===== src/rtl/ssr_pkg.sv =====
// rtl/ssr_pkg.sv - shared types and sizes for the speech-recognition datapath
package ssr_pkg;
    localparam int N_COEF = 26;
    localparam int DATA_W = 16;

    typedef logic signed [DATA_W-1:0] coef_t;

    typedef enum logic {
        HUNT = 1'b0,
        FILL = 1'b1
    } fa_state_e;
endpackage


===== src/rtl/feature_assembler.sv =====
// rtl/feature_assembler.sv - assembles serial cepstral coefficients into an atomically published frame
module feature_assembler
    import ssr_pkg::*;
#(
    parameter int N_COEF = ssr_pkg::N_COEF,
    parameter int DATA_W = ssr_pkg::DATA_W
) (
    input  logic                     clk,
    input  logic                     rst,
    input  logic                     coef_valid,
    input  logic                     coef_sof,
    input  logic signed [DATA_W-1:0] coef_data,
    output logic signed [DATA_W-1:0] input_vector [N_COEF-1:0],
    output logic                     vector_valid,
    output logic                     frame_err,
    output logic [7:0]               frame_count
);
    localparam int IDX_W = $clog2(N_COEF);
    localparam logic [IDX_W-1:0] LAST_IDX = IDX_W'(N_COEF - 1);
    localparam logic [IDX_W-1:0] ONE_IDX  = IDX_W'(1);

    fa_state_e                state, state_nxt;
    logic [IDX_W-1:0]         idx, idx_nxt;
    logic                     wr_en;
    logic [IDX_W-1:0]         wr_idx;
    logic                     publish;
    logic                     err;
    logic signed [DATA_W-1:0] back [N_COEF-1:0];

    always_comb begin
        state_nxt = state;
        idx_nxt   = idx;
        wr_en     = 1'b0;
        wr_idx    = idx;
        publish   = 1'b0;
        err       = 1'b0;
        if (coef_valid) begin
            case (state)
                HUNT: begin
                    if (coef_sof) begin
                        wr_en     = 1'b1;
                        wr_idx    = '0;
                        idx_nxt   = ONE_IDX;
                        state_nxt = FILL;
                    end else begin
                        err = 1'b1;
                    end
                end
                FILL: begin
                    // A new sof restarts the frame in place; the published vector is untouched.
                    if (coef_sof) begin
                        err     = 1'b1;
                        wr_en   = 1'b1;
                        wr_idx  = '0;
                        idx_nxt = ONE_IDX;
                    end else if (idx == LAST_IDX) begin
                        publish   = 1'b1;
                        idx_nxt   = '0;
                        state_nxt = HUNT;
                    end else begin
                        wr_en   = 1'b1;
                        idx_nxt = idx + 1'b1;
                    end
                end
                default: state_nxt = HUNT;
            endcase
        end
    end

    always_ff @(posedge clk) begin
        if (rst) begin
            state        <= HUNT;
            idx          <= '0;
            vector_valid <= 1'b0;
            frame_err    <= 1'b0;
            frame_count  <= 8'd0;
            for (int i = 0; i < N_COEF; i++) begin
                back[i]         <= '0;
                input_vector[i] <= '0;
            end
        end else begin
            state        <= state_nxt;
            idx          <= idx_nxt;
            vector_valid <= publish;
            frame_err    <= err;
            if (wr_en) begin
                back[wr_idx] <= coef_data;
            end
            // The final coefficient bypasses the back buffer straight into the output register.
            if (publish) begin
                for (int i = 0; i < N_COEF - 1; i++) begin
                    input_vector[i] <= back[i];
                end
                input_vector[N_COEF-1] <= coef_data;
                frame_count            <= frame_count + 8'd1;
            end
        end
    end
endmodule


===== config.mk =====
export PLATFORM = sky130hd
export DESIGN_NAME = feature_assembler
export DESIGN_NICKNAME = d
export VERILOG_FILES = /design/src/rtl/ssr_pkg.sv /design/src/rtl/feature_assembler.sv
export SDC_FILE = /design/constraint.sdc
export NUM_CORES = 1
export LEC_CHECK = 0
export ABC_AREA = 1
export BUFFER_PORTS_ARGS = -buffer_cell sky130_fd_sc_hd__buf_2
export CAP_MARGIN = 20
export CORE_MARGIN = 1
export CORE_UTILIZATION = 50
export DETAILED_ROUTE_END_ITERATION = 10
export PLACE_DENSITY = 0.81
export SLEW_MARGIN = 10
export SYNTH_ARGS = -nofsm -noshare
export SYNTH_HDL_FRONTEND = slang
export SYNTH_SLANG_ARGS = --single-unit

===== constraint.sdc =====
create_clock -name clk -period 3.4 [get_ports clk]
set_clock_uncertainty 0.15 [all_clocks]
set_input_delay 0.68 -clock clk [delete_from_list [all_inputs] [get_ports clk]]
set_output_delay 0.68 -clock clk [all_outputs]
set_load 0.02 [all_outputs]

* Yosys cells after proc, flatten, opt, wreduce, memory -nomap -nowiden
Memories as Yosys holds them, arrays and structs flattened. A register that Yosys moved wholly into a read port is not among the register bits.
Cells that the tools add are included.
W data, S select, Z words.
** Word-level totals
- Register bits :: 32
- Bits in latches :: 0
- Memory bits (writable) :: 416
- Bits in read-only memories :: 0
- Output and inout port bits :: 426
- Logic and storage cells :: 41
- Memories kept :: 1
** Cells by class
- Add/subtract/negate cells :: 2
- Multipliers :: 0
- Divide/modulo/power cells :: 0
- $lt $le $gt $ge :: 0
- Equal/unequal tests :: 2
- Shift operators :: 0
- Muxes and demuxes :: 25
- Bitwise gates (word level) :: 2
- Reduce and logical (&&, ||, !) cells :: 3
** Memories
- back :: depth 26, bits a word 16, rd ports 25, clocked after memory_dff 25, wr ports 26, line feature_assembler.sv:28 : logic signed [DATA_W-1:0] back [N_COEF-1:0];
** Operators by type and width (number)
- $mux W5 :: 6
- $mux W16 :: 1
- $reduce_or A16 Y1 :: 1
- $mux W1 :: 15
- $pmux W5 S2 :: 1
- $add A8 B1 Y8 const B :: 1
- $add A5 B1 Y5 const B :: 1
- $eq A5 B5 Y1 const B :: 1
- $pmux W1 S2 :: 2
- $ne A2 B2 Y1 const B :: 1
- $not A1 Y1 :: 2
- $reduce_and A2 Y1 :: 1
- $reduce_or A2 Y1 :: 1

* Depth between registers and ports, before layout
Gate-level depths: netlist (run 1).
- Word-level depth :: 10
- Gate-level depth with buffers :: 11
- Gate-level depth less buffers :: 9

* Least setup slack after synthesis (run 1)
No wires, ideal clock.
- Path kind :: reg2reg
- Start :: reg idx[1]
- End :: mem back[12][0] (enable)
- Library setup time :: 0.372 ns
- Data arrival time :: 2.077 ns
- Data required time :: 2.878 ns
- Setup slack :: 0.801 ns
- Cell stages (with the launch flop) :: 12
- Clock period less this slack :: 2.599 ns
- Cells stage by stage :: dfxtp_1 > inv_1 > ha_1 > inv_1 > nor2_1 > nand2_1 > nand2_1 > nand2_4 > buf_6 > nand4_2 > buf_2 > nand2_1
** RTL lines
- start, declared :: line feature_assembler.sv:23 : logic [IDX_W-1:0] idx, idx_nxt;
- start signal, assigned :: line feature_assembler.sv:83 : idx <= idx_nxt;
- end, declared :: line feature_assembler.sv:28

==> results of run 1 <==
==> where the power goes <==
part	switching (mW)	internal, mW	leakage (nW)
logic	0.492	0.0991	5.78
registers	0.0555	10.7	7.61
clock network	3.91	5.22	1.36
==> layer usage <==
layer | up-vias | track usage
met5 | - | 0
met4 | 4 | 0.114
met3 | 180 | 0.0513
met2 | 1044 | 0.430
met1 | 10393 | 0.347
li1 | 10172 | -
==> kinds of logic (layout without fill, tap and decap cells) <==
family | after synthesis | after routing
buffers and inverters | 245 | 709
XOR/XNOR | 3 | 3
flip-flops | 832 | 832
AO/OA/AOI/OAI | 448 | 448
adder cells (fa/ha/maj) | 4 | 4
AND/OR/NAND/NOR | 1324 | 1324
==> worst register-to-register path: cells and delay by family, from the launching register on <==
kind / cells / cell delay, ns
fa+ha+maj: 1 / 0.24
buf+inv: 2 / 0.24
flops: 1 / 0.46
simple gates: 6 / 1.49
==> sequential cells by signal, summed over array words and instances, names as in the netlist <==
name	count
back	400
frame_count	8
frame_err	1
idx	5
input_vector	416
state	1
vector_valid	1
==> cell usage in the layout (no fill, tap or decap), types with 4 or more instances in the layout <==
master	Yosys	routed
a21oi_1	21	21
buf_12	0	7
buf_2	56	445
buf_4	1	63
clkbuf_1	145	17
clkbuf_16	0	90
clkbuf_8	0	4
clkinv_1	16	7
clkinv_2	0	17
dfxtp_1	432	432
edfxtp_1	400	400
ha_1	4	4
inv_1	21	21
inv_2	2	15
inv_6	0	6
nand2_1	54	53
nand3_1	6	6
nand4_1	4	4
nand4_2	25	25
nor2_1	1226	1226
o21ai_0	425	425
==> through the flow <==
step | setup slack [ns] | hold slack (ns) | instances | util
2_1_floorplan | 0.801 | 0.319 | 2856 | -
3_3_place_gp | 0.424 | 0.299 | 3930 | 0.558
3_5_place_dp | 0.376 | 0.308 | 3930 | 0.558
4_1_cts | 0.469 | 0.209 | 4085 | 0.606
5_1_grt | 0.259 | 0.232 | 4085 | 0.606
6_report | 0.473 | 0.249 | 4085 | 0.606
==> area by class of cell <==
class | instances | area, um2 | share of cell area
well taps | 765 | 957 | 0.0274
repair buffers | 515 | 2840 | 0.0813
inverters | 39 | 154 | 0.00440
clock inverters | 41 | 348 | 0.00995
clock buffers | 114 | 2390 | 0.0684
flip-flops and latches | 832 | 20700 | 0.591
multi-input cells | 1779 | 7590 | 0.217
==> worst max path at each step <==
stage                   from     endpoint  slack, ns  cells after the start
global route          idx[1]   back[3][2]       0.26                      9
global placement    coef_sof  back[2][11]       0.42                      7
finish                idx[1]   back[3][2]       0.47                      9
floorplan             idx[1]  back[12][0]       0.80                     11
CTS                   idx[1]   back[3][9]       0.47                      9
detailed placement  coef_sof  back[2][15]       0.38                      7
==> flow_summary.json, run 1 <==
{
  "status": "finished clean",
  "synth_top_area_frac": 0.411,
  "cts_max_level": 3,
  "cts.clk_slew.worst_paths_ns": 0.06,
  "num-fill-cells": 4566,
  "grt_pass1_wl_um": 120000,
  "nets": 3274,
  "power_leakage_nw": 14.8,
  "synthFlopType": "dfxtp_1",
  "hold-path-cell-count": 2,
  "critPathMostFrequentCell": "nand2_1",
  "cp-start-kind": "flip-flop",
  "first_global_vias": 20409,
  "worstPathMaxFanout": 26,
  "routed.top_layer": "met5",
  "synth-xor-area-share": 0.000898,
  "drt_iter0_drc": 2127,
  "crit_required_ns": 3.51,
  "synthSimpleGateAreaFrac": 0.180,
  "fp.dieArea_um2": 59500,
  "crit_family": "simple AND/OR/NAND/NOR gates",
  "gp_congestion": 0.810,
  "synth_most_common_cell": "nor2_1",
  "period_share": 0.861,
  "cts_tree": "done",
  "rsz0062_at_grt": "false",
  "slew_headroom": 0.267,
  "synth_compound_area_frac": 0.0767,
  "slowest_stage": "nand2_1",
  "hp-start": "rst",
  "r2r-start": "idx[1]",
  "netlist_area_um2": 29200,
  "critical_path.max_stage_delay_ns": 0.57,
  "maxCapViolCount": 0,
  "synth_seq_cells": 832,
  "crit_arrival_ns": 3.04,
  "crit_type": "flip-flop to flip-flop",
  "setup_viol": 0,
  "min_to": "frame_count[0]",
  "row_count": 88,
  "placed_cell_area_um2": 32200,
  "cts.repair.resized": 0,
  "worst_ir_drop_vdd_mv": 0.388,
  "cts.hold.buffers_added": 0,
  "remaining_drc_errors": 0,
  "synth_cell_types": 26,
  "finalHoldViolCount": 0,
  "wl_met2_um": 38100,
  "wl_met1_um": 32000,
  "synthAdderAreaFrac": 0.00171,
  "core_um2": 57700,
  "r2r_cells": 9,
  "p_per_area_nw_per_um2": 584,
  "holdCritPathClass": "primary input to flip-flop",
  "die_h_um": 244,
  "fin_tns_setup_ns": 0,
  "finalCriticalPeriod_ns": 2.93,
  "synthTopCellsByArea": "edfxtp_1 41%, dfxtp_1 30%, nor2_1 16%, o21ai_0 7.3%, clkbuf_1 1.9%",
  "r2r_slack_ns": 0.47,
  "synth_top_family_by_area": "simple AND/OR/NAND/NOR gates",
  "crit_path_end_kind": "flip-flop",
  "syn_nets": 2880,
  "total_power_mw": 20.4,
  "clk_path_buf_depth": 3,
  "clock-root-buffer": "clkbuf_16",
  "firstDrtPassIters": 5,
  "num_vias": 21793,
  "wl_per_cell_um": 19.7,
  "clock_latency_ns": 0.63,
  "overflow": 0,
  "yosys-top-cells-count": "1226 x nor2_1, 432 x dfxtp_1, 425 x o21ai_0",
  "tightest_slew_ns": 1.10,
  "vias_per_cell": 5.33,
  "fmax_mhz": 342,
  "muxShareOfSynthArea": 0,
  "synth_edf_count": 400,
  "n_antenna_cell": 0,
  "start_util": 0.507,
  "numCtsBuffers": 83,
  "wl_met3_um": 7150,
  "avgSynthCellArea_um2": 10.2,
  "yosysWarnings": 0,
  "portBuffers": 445,
  "yosysSeqAreaShare": 0.706,
  "grt_max_degree": 195,
  "final_area_um2": 34900,
  "drive_gt1_frac": 0.210,
  "worstPathCellList": "inv_1 > ha_1 > inv_1 > nor2_1 > nand2_1 > nand2_1 > nand2_4 > nand4_2 > nand2_1",
  "postSynthCellCount": 2856,
  "clkSinkCount": 832,
  "path_buf_inv": 2,
  "antenna_found_initial": 2,
  "ant_nets": 0,
  "synth_async_sr_flop_share": 0,
  "dp_hpwl_um": 49500,
  "post_cts_buffers": 0,
  "die_w_um": 244,
  "yosys.area.top_type": "edfxtp_1",
  "grt.total_usage": 0.265,
  "routed_wl_um": 80400,
  "areaGrowthSynthToFinish_pct": 19.5,
  "drv_slew": 0,
  "r2r_end": "back[3][2]",
  "boundaryPins": 446
}
(Power assumes the default switching activity.)
==> run 2, diff against run 1 <==
Settings changed: BUFFER_PORTS_ARGS -buffer_cell sky130_fd_sc_hd__buf_2 to -buffer_cell sky130_fd_sc_hd__buf_4, CORE_MARGIN 1 to 2.
==> flow_summary.json, run 2 (synthesis gave the netlist of run 1 again) <==
{
  "worst_ir_drop_vdd_mv": 0.442,
  "vias_per_cell": 5.39,
  "stdcell_count": 4084,
  "n_antenna_cell": 0,
  "num_vias": 22021,
  "fmax_mhz": 343,
  "crit_required_ns": 3.50,
  "die_h_um": 246,
  "critPathMostFrequentCell": "nand2_1",
  "first_global_vias": 20778,
  "setup_ws_ns": 0.482,
  "cp-endpoint": "back[14][1]",
  "r2r_end": "back[14][1]",
  "boundaryPins": 446,
  "p_per_area_nw_per_um2": 569,
  "drv_slew": 0,
  "status": "finished clean",
  "portBuffers": 445,
  "holdCritPathClass": "primary input to flip-flop",
  "cts.clk_slew.worst_paths_ns": 0.07,
  "gp_congestion": 0.839,
  "clock-root-buffer": "clkbuf_16",
  "cts_tree": "done",
  "remaining_drc_errors": 0,
  "firstDrtPassIters": 6,
  "grt_max_degree": 175,
  "finalHoldViolCount": 0,
  "slowest_stage": "nand2_1",
  "core_um2": 57800,
  "drive_gt1_frac": 0.209,
  "row_count": 88,
  "crit_type": "flip-flop to flip-flop",
  "fp.dieArea_um2": 60400,
  "post-place-ws_ns": 0.397,
  "post_cts_buffers": 0,
  "wl_per_cell_um": 20.3,
  "r2r_cells": 9,
  "cp-start-kind": "flip-flop",
  "largest_reg_flops": 416,
  "nets": 3274,
  "crit_arrival_ns": 3.02,
  "clkSinkCount": 832,
  "finalCriticalPeriod_ns": 2.92,
  "path_depth": 9,
  "dp.cells": 3931,
  "crit_family": "simple AND/OR/NAND/NOR gates",
  "overflow": 0,
  "start_util": 0.506,
  "setup_viol": 0,
  "cts_max_level": 3,
  "regMostFlops": "input_vector",
  "crit_path_end_kind": "flip-flop",
  "path_buf_inv": 2,
  "placed_cell_area_um2": 33400,
  "total_power_mw": 20.6,
  "grt_pass1_wl_um": 122000,
  "r2r-start": "idx[1]",
  "worstPathCellList": "inv_1 > ha_1 > inv_1 > nor2_1 > nand2_1 > nand2_1 > nand2_4 > nand4_2 > nand2_1",
  "slew_headroom": 0.311,
  "die_w_um": 246,
  "layout_commonest_cell": "nor2_1",
  "cp-startpoint": "idx[1]",
  "numCtsBuffers": 82,
  "maxCapViolCount": 0,
  "areaGrowthSynthToFinish_pct": 23.7,
  "ant_nets": 0,
  "clock_latency_ns": 0.62,
  "cts.repair.resized": 0,
  "cts.hold.buffers_added": 0,
  "rsz0062_at_grt": "false",
  "clk_path_buf_depth": 3,
  "routed_wl_um": 82800,
  "num-fill-cells": 4510,
  "fin_tns_setup_ns": 0,
  "tightest_slew_ns": 1.03,
  "r2r_slack_ns": 0.48,
  "worstPathMaxFanout": 26,
  "grt.total_usage": 0.269,
  "top_regs": "input_vector x416, back x400, frame_count x8",
  "final_cell_mix": "1226 x nor2_1, 506 x buf_4, 432 x dfxtp_1, 425 x o21ai_0, 400 x edfxtp_1",
  "period_share": 0.858,
  "antenna_found_initial": 0,
  "power_leakage_nw": 14.7,
  "dp_hpwl_um": 50700,
  "critical_path.max_stage_delay_ns": 0.57,
  "final_area_um2": 36200,
  "drt_iter0_drc": 2127
}
run 2: changes by cell type in the layout (fill, tap and decap cells not counted), moves of 2 or more:
cell | before | now
buf_2 | 445 | 0
buf_4 | 63 | 506
clkbuf_8 | 4 | 13
clkinv_2 | 17 | 10
clkinvlp_4 | 1 | 6
inv_6 | 6 | 1
clkinv_1 | 7 | 11
buf_12 | 7 | 10
bufinv_16 | 3 | 5
clkbuf_1 | 17 | 15
clkbuf_16 | 90 | 88
clkinv_4 | 3 | 1
inv_4 | 3 | 1
run 2: worst register-to-register path: cells and delay by family, from the launching register on:
family                   cells  cell delay (ns)
flip-flops                   1             0.46
AND/OR/NAND/NOR              6             1.47
buffers and inverters        2             0.23
adder cells (fa/ha/maj)      1             0.23
run 2: per-stage QoR:
stage          hold WS (ns)  utilization
2_1_floorplan         0.319            -
3_3_place_gp          0.314        0.577
3_5_place_dp          0.322        0.577
4_1_cts               0.165        0.626
5_1_grt               0.188        0.626
6_report              0.192        0.626
run 2: worst min-delay path by stage:
stage	startpoint	endpoint	slack [ns]	depth (start not counted)
after floorplan	back[0][0]	input_vector[0]	0.32	2
after detailed placement	input_vector[1]	input_vector[1]	0.32	2
after global placement	input_vector[386]	input_vector[386]	0.31	2
final	rst	frame_count[3]	0.19	2
after CTS	rst	frame_count[3]	0.17	2
after global routing	rst	state	0.19	2
run 2: area by class of cell:
cell class              instances  area [um2]  area share
flip-flops and latches        832       20700       0.571
multi-input cells            1779        7590       0.210
clock buffers                 117        2440      0.0676
inverters                      39         154     0.00425
repair buffers                516        4000       0.111
well taps                     765         957      0.0265
clock inverters                36         363      0.0100
run 2: where the power goes:
part / leakage, nW / internal [mW] / total (mW) / switching, mW
combinational: 5.74 / 0.108 / 0.593 / 0.484
clock: 1.37 / 5.43 / 9.29 / 3.85
sequential: 7.61 / 10.7 / 10.7 / 0.0552
run 2: layer usage:
metal  vias up  global-route usage  wire, um
met2      1092               0.444     39600
met4         0               0.109      3010
met3       169              0.0541      8260
met5         -                   0         0
met1     10582               0.349     31900
li1      10178                   -         -
